File: src/rtl/fetch_stage_ctrl_if.sv
// Fetch-stage bus: run control, hazard requests and instruction memory on the
// master side; PC and IF/ID contents on the slave (fetch stage) side.
interface fetch_stage_ctrl_if #(
  parameter int unsigned NB_DATA = 32,
  parameter int unsigned NB_ADDR = 32
);
  logic               i_start;
  logic               i_step_mode;
  logic               i_step;
  logic               i_stall;
  logic               i_flush;
  logic               i_pc_src;
  logic [NB_ADDR-1:0] i_target;
  logic [NB_DATA-1:0] i_instr;
  logic [NB_ADDR-1:0] o_pc;
  logic [NB_DATA-1:0] o_instr_id;
  logic [NB_ADDR-1:0] o_pc_plus4_id;
  logic               o_valid_id;
  logic               o_halted;
  logic [1:0]         o_state;

  modport master (
    output i_start, i_step_mode, i_step, i_stall, i_flush, i_pc_src, i_target, i_instr,
    input  o_pc, o_instr_id, o_pc_plus4_id, o_valid_id, o_halted, o_state
  );

  modport slave (
    input  i_start, i_step_mode, i_step, i_stall, i_flush, i_pc_src, i_target, i_instr,
    output o_pc, o_instr_id, o_pc_plus4_id, o_valid_id, o_halted, o_state
  );
endinterface

File: src/rtl/fetch_stage_ctrl.sv
// Instruction fetch stage: PC register, IF/ID register and IDLE/RUN/HALT run
// control with debug single-step. Obeys hazard-unit stall/flush requests.
module fetch_stage_ctrl #(
  parameter int unsigned        NB_DATA    = 32,
  parameter int unsigned        NB_ADDR    = 32,
  parameter logic [NB_ADDR-1:0] RESET_PC   = '0,
  parameter logic [NB_DATA-1:0] HALT_INSTR = '1
) (
  input logic                  i_clk,
  input logic                  i_rst_n,
  fetch_stage_ctrl_if.slave    fetch_io
);

  typedef enum logic [1:0] {
    StIdle = 2'd0,
    StRun  = 2'd1,
    StHalt = 2'd2
  } state_e;

  state_e             state_q, state_d;
  logic [NB_ADDR-1:0] pc_q, pc_d;
  logic [NB_DATA-1:0] instr_q, instr_d;
  logic [NB_ADDR-1:0] pc4_q, pc4_d;
  logic               valid_q, valid_d;

  logic [NB_ADDR-1:0] pc_seq;
  logic               adv;

  // Sequential PC wraps naturally in NB_ADDR bits.
  assign pc_seq = pc_q + NB_ADDR'(4);
  assign adv    = (state_q == StRun) && (!fetch_io.i_step_mode || fetch_io.i_step);

  // Next-state: run control FSM, PC selection and IF/ID capture.
  always_comb begin
    state_d = state_q;
    pc_d    = pc_q;
    instr_d = instr_q;
    pc4_d   = pc4_q;
    valid_d = valid_q;
    case (state_q)
      StIdle: begin
        if (fetch_io.i_start) state_d = StRun;
      end
      StRun: begin
        // A stalled cycle drops flush/redirect/halt; the hazard unit re-asserts them.
        if (adv && !fetch_io.i_stall) begin
          pc_d = fetch_io.i_pc_src ? fetch_io.i_target : pc_seq;
          if (fetch_io.i_flush) begin
            instr_d = '0;
            pc4_d   = '0;
            valid_d = 1'b0;
          end else if (fetch_io.i_instr == HALT_INSTR) begin
            // Halt pins the PC on the halting instruction, ignoring any redirect.
            pc_d    = pc_q;
            instr_d = '0;
            pc4_d   = '0;
            valid_d = 1'b0;
            state_d = StHalt;
          end else begin
            instr_d = fetch_io.i_instr;
            pc4_d   = pc_seq;
            valid_d = 1'b1;
          end
        end
      end
      StHalt: begin
        state_d = StHalt;
      end
      default: begin
        state_d = StIdle;
      end
    endcase
  end

  // State registers with synchronous active-low reset.
  always_ff @(posedge i_clk) begin
    if (!i_rst_n) begin
      state_q <= StIdle;
      pc_q    <= RESET_PC;
      instr_q <= '0;
      pc4_q   <= '0;
      valid_q <= 1'b0;
    end else begin
      state_q <= state_d;
      pc_q    <= pc_d;
      instr_q <= instr_d;
      pc4_q   <= pc4_d;
      valid_q <= valid_d;
    end
  end

  // Outputs come straight from registers.
  always_comb begin
    fetch_io.o_pc          = pc_q;
    fetch_io.o_instr_id    = instr_q;
    fetch_io.o_pc_plus4_id = pc4_q;
    fetch_io.o_valid_id    = valid_q;
    fetch_io.o_halted      = (state_q == StHalt);
    fetch_io.o_state       = state_q;
  end

endmodule

File: src/flat_wrapper.sv
// flat-port wrapper written by rule: the top's interface ports become plain ports
module fetch_stage_ctrl_flat 
#(
  parameter int unsigned        NB_DATA    = 32,
  parameter int unsigned        NB_ADDR    = 32,
  parameter logic [NB_ADDR-1:0] RESET_PC   = '0,
  parameter logic [NB_DATA-1:0] HALT_INSTR = '1
)
  (i_clk, i_rst_n, fetch_io_i_start, fetch_io_i_step_mode, fetch_io_i_step, fetch_io_i_stall, fetch_io_i_flush, fetch_io_i_pc_src, fetch_io_i_target, fetch_io_i_instr, fetch_io_o_pc, fetch_io_o_instr_id, fetch_io_o_pc_plus4_id, fetch_io_o_valid_id, fetch_io_o_halted, fetch_io_o_state);
  fetch_stage_ctrl_if #(.NB_DATA(NB_DATA), .NB_ADDR(NB_ADDR)) fetch_io_i ();
  input logic i_clk;
  input logic i_rst_n;
  input wire logic [$bits(fetch_io_i.i_start)-1:0] fetch_io_i_start;
  input wire logic [$bits(fetch_io_i.i_step_mode)-1:0] fetch_io_i_step_mode;
  input wire logic [$bits(fetch_io_i.i_step)-1:0] fetch_io_i_step;
  input wire logic [$bits(fetch_io_i.i_stall)-1:0] fetch_io_i_stall;
  input wire logic [$bits(fetch_io_i.i_flush)-1:0] fetch_io_i_flush;
  input wire logic [$bits(fetch_io_i.i_pc_src)-1:0] fetch_io_i_pc_src;
  input wire logic [$bits(fetch_io_i.i_target)-1:0] fetch_io_i_target;
  input wire logic [$bits(fetch_io_i.i_instr)-1:0] fetch_io_i_instr;
  output wire logic [$bits(fetch_io_i.o_pc)-1:0] fetch_io_o_pc;
  output wire logic [$bits(fetch_io_i.o_instr_id)-1:0] fetch_io_o_instr_id;
  output wire logic [$bits(fetch_io_i.o_pc_plus4_id)-1:0] fetch_io_o_pc_plus4_id;
  output wire logic [$bits(fetch_io_i.o_valid_id)-1:0] fetch_io_o_valid_id;
  output wire logic [$bits(fetch_io_i.o_halted)-1:0] fetch_io_o_halted;
  output wire logic [$bits(fetch_io_i.o_state)-1:0] fetch_io_o_state;
  assign fetch_io_i.i_start = fetch_io_i_start;
  assign fetch_io_i.i_step_mode = fetch_io_i_step_mode;
  assign fetch_io_i.i_step = fetch_io_i_step;
  assign fetch_io_i.i_stall = fetch_io_i_stall;
  assign fetch_io_i.i_flush = fetch_io_i_flush;
  assign fetch_io_i.i_pc_src = fetch_io_i_pc_src;
  assign fetch_io_i.i_target = fetch_io_i_target;
  assign fetch_io_i.i_instr = fetch_io_i_instr;
  assign fetch_io_o_pc = fetch_io_i.o_pc;
  assign fetch_io_o_instr_id = fetch_io_i.o_instr_id;
  assign fetch_io_o_pc_plus4_id = fetch_io_i.o_pc_plus4_id;
  assign fetch_io_o_valid_id = fetch_io_i.o_valid_id;
  assign fetch_io_o_halted = fetch_io_i.o_halted;
  assign fetch_io_o_state = fetch_io_i.o_state;
  fetch_stage_ctrl #(.NB_DATA(NB_DATA), .NB_ADDR(NB_ADDR), .RESET_PC(RESET_PC), .HALT_INSTR(HALT_INSTR)) u_core (.i_clk(i_clk), .i_rst_n(i_rst_n), .fetch_io(fetch_io_i));
endmodule
File: config.mk
export PLATFORM = sky130hd
export DESIGN_NAME = fetch_stage_ctrl_flat
export DESIGN_NICKNAME = d
export VERILOG_FILES = /design/src/rtl/fetch_stage_ctrl_if.sv /design/src/rtl/fetch_stage_ctrl.sv /design/src/flat_wrapper.sv
export SDC_FILE = /design/constraint.sdc
export NUM_CORES = 1
export LEC_CHECK = 0
export ABC_CLOCK_PERIOD_IN_PS = 1950
export CORE_ASPECT_RATIO = 0.5
export CORE_UTILIZATION = 46
export CTS_CLUSTER_DIAMETER = 120
export DETAILED_ROUTE_END_ITERATION = 10
export PLACE_DENSITY_LB_ADDON = 0.05
export SETUP_SLACK_MARGIN = 0.05
export SKIP_LAST_GASP = 1
export SLEW_MARGIN = 15
export SYNTH_ARGS = -nofsm -noshare
export SYNTH_HDL_FRONTEND = slang
export SYNTH_SLANG_ARGS = --single-unit
File: constraint.sdc
create_clock -name i_clk -period 1.95 [get_ports i_clk]
set_input_delay 0.39 -clock i_clk [delete_from_list [all_inputs] [get_ports i_clk]]
set_output_delay 0.39 -clock i_clk [all_outputs]
set_load 0.01 [all_outputs]
==> results.cfg, run 1 <==
[floorplan]
fp.dieW_microns = 149
die_area_sq_um = 11300
ios = 172
fp-row-count = 26
core_area_sq_um = 10400
initial_core_util = 0.482
fp.dieH_microns = 75.7

[run_status]
status = completed

[run]
drv_cap = 0

[power_and_ir_drop]
internal_power_w = 0.00376
p_sw_w = 0.00138
switching_share = 0.268
pwr_density_cell_nw_per_um2 = 661
leakage_nw = 2.93
p_clk_frac = 0.382
comb_power_share = 0.199
power_frac_seq = 0.419
ir_worst_vdd_mv = 0.408

[route]
drc = 0
vias_per_cell = 5.62
vias = 5156
drt_wl_total_mm = 15.5
drt-pass1-iter-count = 5
postRouteAntennaNets = 0
wire_per_inst_microns = 16.9
first_iter_violations = 222

[synth]
yosys_most_used_dff = dfxtp_1
seq_area_frac_synth = 0.396
synth_cells = 574
synth_cell_type_count = 68
synth_warnings = 0
async_flop_share = 0
synth_seq_cells = 99
synth-edff-count = 0
netlist_area_sq_um = 5000
avgSynthCellArea_sq_um = 8.71
syn_nets = 650

[worst_hold_path]
hp-class = in2reg

[critical_path]
path_max_fanout = 6
end_kind = output pin
crit_type = reg2out
startpoint_type = register
arrival_ps = 1460
cp.required_ps = 1560

[sta]
worst_pin_slew_ps = 678
fmax_mhz = 541
rsz0062_at_grt = true
finalSetupViolations = 0
relSlewSlack = 0.548
fin_tns_setup_ps = 0
clock_skew_ps = 9.59
finalMaxSlewViolations = 0
hold_violations = 0
min_period_over_period = 0.948
period_needed_ps = 1850

[global_routing]
grtUsageTotal = 0.260
grtUsageMet1 = 0.343
grt_overflow = 0
grt_max_degree = 44
use_met2 = 0.442
antenna_found_initial = 0
grt_util_met3 = 0.0545
grt.busiest_layer = met2
grt_pass1_vias = 4536
grt_pass1_wl_mm = 22.8

[finish]
final_layout_size_suffix_gt1_frac = 0.208
final_area_sq_um = 7780
layout_common_cells = 138 x clkdlybuf4s50_1, 92 x dfxtp_1, 64 x nor2_1
mostFrequentLayoutCell = clkdlybuf4s50_1
n_fill_cell = 816
antenna_cells = 0
finalNetCount = 849
final_core_util = 0.750
instances_no_fill = 918
area_growth_pct = 55.5

[clock_tree]
cts_buffers = 9
insertion_delay_ps = 350
clkTransAtPathRegs_ps = 70
clock_path_buffers = 2
cts_sinks = 99
cts_root_buf = clkbuf_16
cts_max_level = 3
tritoncts = built

[placement]
dp_hpwl_mm = 10.6
dpl_cell_area_sq_um = 7170
io_buffers = 171
dp.cells = 896
gp_congestion = 0.810
## state kept, by name, summed over array words and instances (netlist names)
name / cells
u_core.fetch_io.o_instr_id: 32
u_core.fetch_io.o_valid_id: 1
u_core.fetch_io.o_state: 2
u_core.fetch_io.o_pc: 32
u_core.fetch_io.o_pc_plus4_id: 32
## routing by layer
| layer | share of wire | vias to the layer above |
|---|---|---|
| li1 | - | 2501 |
| met1 | 0.46 | 2482 |
| met2 | 0.47 | 164 |
| met3 | 0.069 | 9 |
| met4 | 0.0057 | 0 |
| met5 | 0 | - |
## worst paths after layout
| check | startpoint | to | slack (ps) | cells past startpoint |
|---|---|---|---|---|
| max | u_core.fetch_io.o_pc[19] | fetch_io_o_pc[19] | 100 | 2 |
| min | fetch_io_i_instr[25] | u_core.fetch_io.o_instr_id[25] | 320 | 3 |
| max reg2reg | u_core.fetch_io.o_pc[8] | u_core.fetch_io.o_pc[16] | 150 | 6 |
| min reg2reg | u_core.fetch_io.o_pc_plus4_id[21] | u_core.fetch_io.o_pc_plus4_id[21] | 450 | 2 |
## cell families (layout without fill, tap and decap cells)
kind of cell / count (synthesis) / in the layout / share of synthesized area
flip-flops: 99 / 99 / 0.396
AO/OA/AOI/OAI: 166 / 166 / 0.242
buffers and inverters: 60 / 264 / 0.0720
adder cells (fa/ha/maj): 4 / 4 / 0.0100
AND/OR/NAND/NOR: 219 / 219 / 0.233
XOR/XNOR: 20 / 20 / 0.0350
multiplexers: 6 / 6 / 0.0120
## synth_stat cells, types with 4 or more instances
library cell,count,area [sq um]
a21oi_1,22,110
nand4_1,16,100
xnor2_1,10,87.6
xor2_1,10,87.6
nand2b_1,8,50.1
buf_4,6,45.0
ha_1,4,50.1
and3_1,4,25.0
mux2i_1,6,60.1
nand3_1,27,135
a21o_1,4,30.0
nor4_1,4,25.0
o21ai_2,9,78.8
buf_2,9,45.0
a22o_1,4,35.0
a22oi_1,50,375
clkbuf_1,23,86.3
nor3_1,8,40.0
o21ai_0,5,25.0
o21ai_1,14,70.1
dfxtp_1,99,1980
inv_1,7,26.3
o31ai_1,7,52.6
and4_1,4,35.0
and2_1,5,31.3
o211ai_1,8,60.1
nand2_1,53,199
nor2_1,64,240
a31oi_1,9,56.3
a21oi_2,9,78.8
o31a_1,4,35.0
## critical path, cell delays in order (launching register included)
cell and delay, ps:
dfxtp_1 410, buf_4 170, clkdlybuf4s50_1 540
## power by group through the flow
stage          Combinational, W  Sequential (W)  Clock (W)
2_1_floorplan          0.000425         0.00222          0
3_3_place_gp           0.000960         0.00219          0
3_5_place_dp           0.000969         0.00219          0
4_1_cts                0.000967         0.00215    0.00200
5_1_grt                 0.00110         0.00216    0.00206
6_report                0.00102         0.00215    0.00196
## through the flow
step	hold WS, ps	worst slack, ps	power (W)
after global placement	441	-351	0.00315
after detailed placement	444	-413	0.00316
after global routing	341	25.3	0.00532
final	320	101	0.00514
after CTS	434	49.7	0.00511
after floorplan	476	215	0.00265
## cell type report
| class | count | area, sq um | area share |
|---|---|---|---|
| Clock buffer | 10 | 229 | 0.0294 |
| Multi-Input combinational cell | 415 | 2810 | 0.361 |
| Sequential cell | 99 | 1990 | 0.256 |
| Timing Repair Buffer | 239 | 2450 | 0.315 |
| Clock inverter | 6 | 97.6 | 0.0125 |
| Inverter | 9 | 33.8 | 0.00434 |
| Tap cell | 140 | 175 | 0.0225 |
## timing repair
item,4_1_cts,5_1_grt
cloned,0,3
setup buffers,0,3
setup endpoints to repair,49,95
pin swaps,10,18
gates resized for setup,19,61
hold buffers,0,0
No activity file was read; power rests on OpenSTA's default activity.
==> run 2, diff against run 1 <==
- CORE_UTILIZATION: 46 -> 47
- CTS_BUF_LIST: unset -> sky130_fd_sc_hd__clkbuf_4 sky130_fd_sc_hd__clkbuf_8
==> run 2 against run 1 <==
Fmax grew 0.31%. Clock-buffer cell count fell by 1. Flip-flop and latch count unchanged. Clock power is 27% lower. Critical path depth is 6 higher. Sequential power about the same. Non-clock buffer count shrank 7. Largest cell class unchanged.
==> results.cfg, run 2 (synthesis results as in run 1) <==
[placement]
io_buffers = 171
dp_hpwl_mm = 10.7
dpl_cell_area_sq_um = 7160
pre_cts_slack_ps = -373
gp_congestion = 0.814

[finish]
area_growth_pct = 51.6
n_fill_cell = 834
final_area_sq_um = 7580
layout_common_cells = 145 x clkdlybuf4s50_1, 89 x dfxtp_1, 64 x nor2_1
final_layout_size_suffix_gt1_frac = 0.183
final_core_util = 0.738
ff_latch_area_sq_um = 2000
mostFrequentLayoutCell = clkdlybuf4s50_1
finalNetCount = 842
multi_input_area_sq_um = 2720
antenna_cells = 0

[floorplan]
core_area_sq_um = 10300
die_area_sq_um = 11100
initial_core_util = 0.487
fp.dieW_microns = 148
ios = 172
fp.dieH_microns = 75.0
fp-row-count = 26

[global_routing]
grtUsageTotal = 0.268
grt_overflow = 0
grt_pass1_wl_mm = 23.2
grt_pass1_vias = 4637
grt_max_degree = 68
antenna_found_initial = 0

[sta]
relSlewSlack = 0.635
rsz0062_at_grt = true
layout_setup_ws_ps = 106
hold_violations = 0
finalMaxSlewViolations = 0
clock_skew_ps = 6.31
period_needed_ps = 1840
min_period_over_period = 0.945
fmax_mhz = 542
worst_pin_slew_ps = 547
whs_ps = 291
finalSetupViolations = 0

[route]
first_iter_violations = 231
vias_per_cell = 5.61
drc = 0
vias = 5108
drt_wl_total_mm = 15.2
wire_per_inst_microns = 16.7
postRouteAntennaNets = 0
drt-pass1-iter-count = 4

[clock_tree]
ctsHoldBuffers = 0
cts_max_level = 3
clkTransAtPathRegs_ps = 110
cts_sinks = 99
insertion_delay_ps = 380
cts_buffers = 9
tritoncts = built
clock_path_buffers = 2
cts_root_buf = clkbuf_8

[critical_path]
end_kind = register
rrSetupSlack_ps = 170
cpPeakStageDelay_ps = 480
slowest_stage = clkdlybuf4s50_1
crit_type = in2reg
worstPathCellList = clkdlybuf4s50_1 > nand4_1 > nor4_4 > a31o_1 > buf_12 > buf_12 > nand2_1 > a31oi_1
startpoint_type = input port
path_max_fanout = 8
cp.required_ps = 2250
cp_common_cell = buf_12
arrival_ps = 2140

[run_status]
status = completed

[worst_hold_path]
hp-class = in2reg

[run]
drv_cap = 0

[power_and_ir_drop]
leakage_nw = 2.89
pwr_density_cell_nw_per_um2 = 605
ir_worst_vdd_mv = 0.346
run 2: worst max-delay path, delay by kind of cell:
family,cells,cell delay (ps)
buffers and inverters,3,760
and+or+nand+nor,3,540
AOI/OAI and AO/OA,2,450
run 2: cell type report:
class                   count  share of cell area
clock buffers               9              0.0163
clock inverters             7              0.0122
inverters                   9             0.00446
multi-input cells         415               0.359
flip-flops and latches     99               0.264
well taps                 140              0.0231
repair buffers            232               0.322
run 2: layer usage:
metal  vias up  global-route usage  wire length (microns)
li1       2479                   -                      -
met1      2436               0.342                   6910
met2       177               0.462                   7100
met3        16              0.0576                   1050
met4         0              0.0905                    164
met5         -                   0                      0
run 2: timing repair:
item	4_1_cts	5_1_grt
pin swaps	1	14
gates cloned	0	3
buffers inserted	0	1
resized for setup	5	44
setup endpoints to repair	36	73
run 2: metrics by stage:
step	cells	TNS (ps)	power [W]
after floorplan	574	0	0.00265
after global placement	891	-28170	0.00315
after detailed placement	891	-28770	0.00317
after CTS	907	0	0.00459
after global routing	911	0	0.00480
final	911	0	0.00459
run 2: path summary, 6_finish.rpt:
| kind | from | to | depth (start not counted) |
|---|---|---|---|
| worst max-delay path | fetch_io_i_instr[0] | u_core.fetch_io.o_pc[6] | 8 |
| worst max register to register | u_core.fetch_io.o_state[1] | u_core.fetch_io.o_pc_plus4_id[20] | 8 |
| worst min-delay path | fetch_io_i_instr[19] | u_core.fetch_io.o_instr_id[19] | 3 |
| worst min register to register | u_core.fetch_io.o_pc_plus4_id[21] | u_core.fetch_io.o_pc_plus4_id[21] | 2 |
run 2: report_power, final:
group / internal, W / switching [W] / leakage (nW)
combinational: 0.000522 / 0.000480 / 1.97
sequential: 0.00209 / 0.0000637 / 0.804
clock: 0.000629 / 0.000803 / 0.109
total: 0.00324 / 0.00135 / 2.89
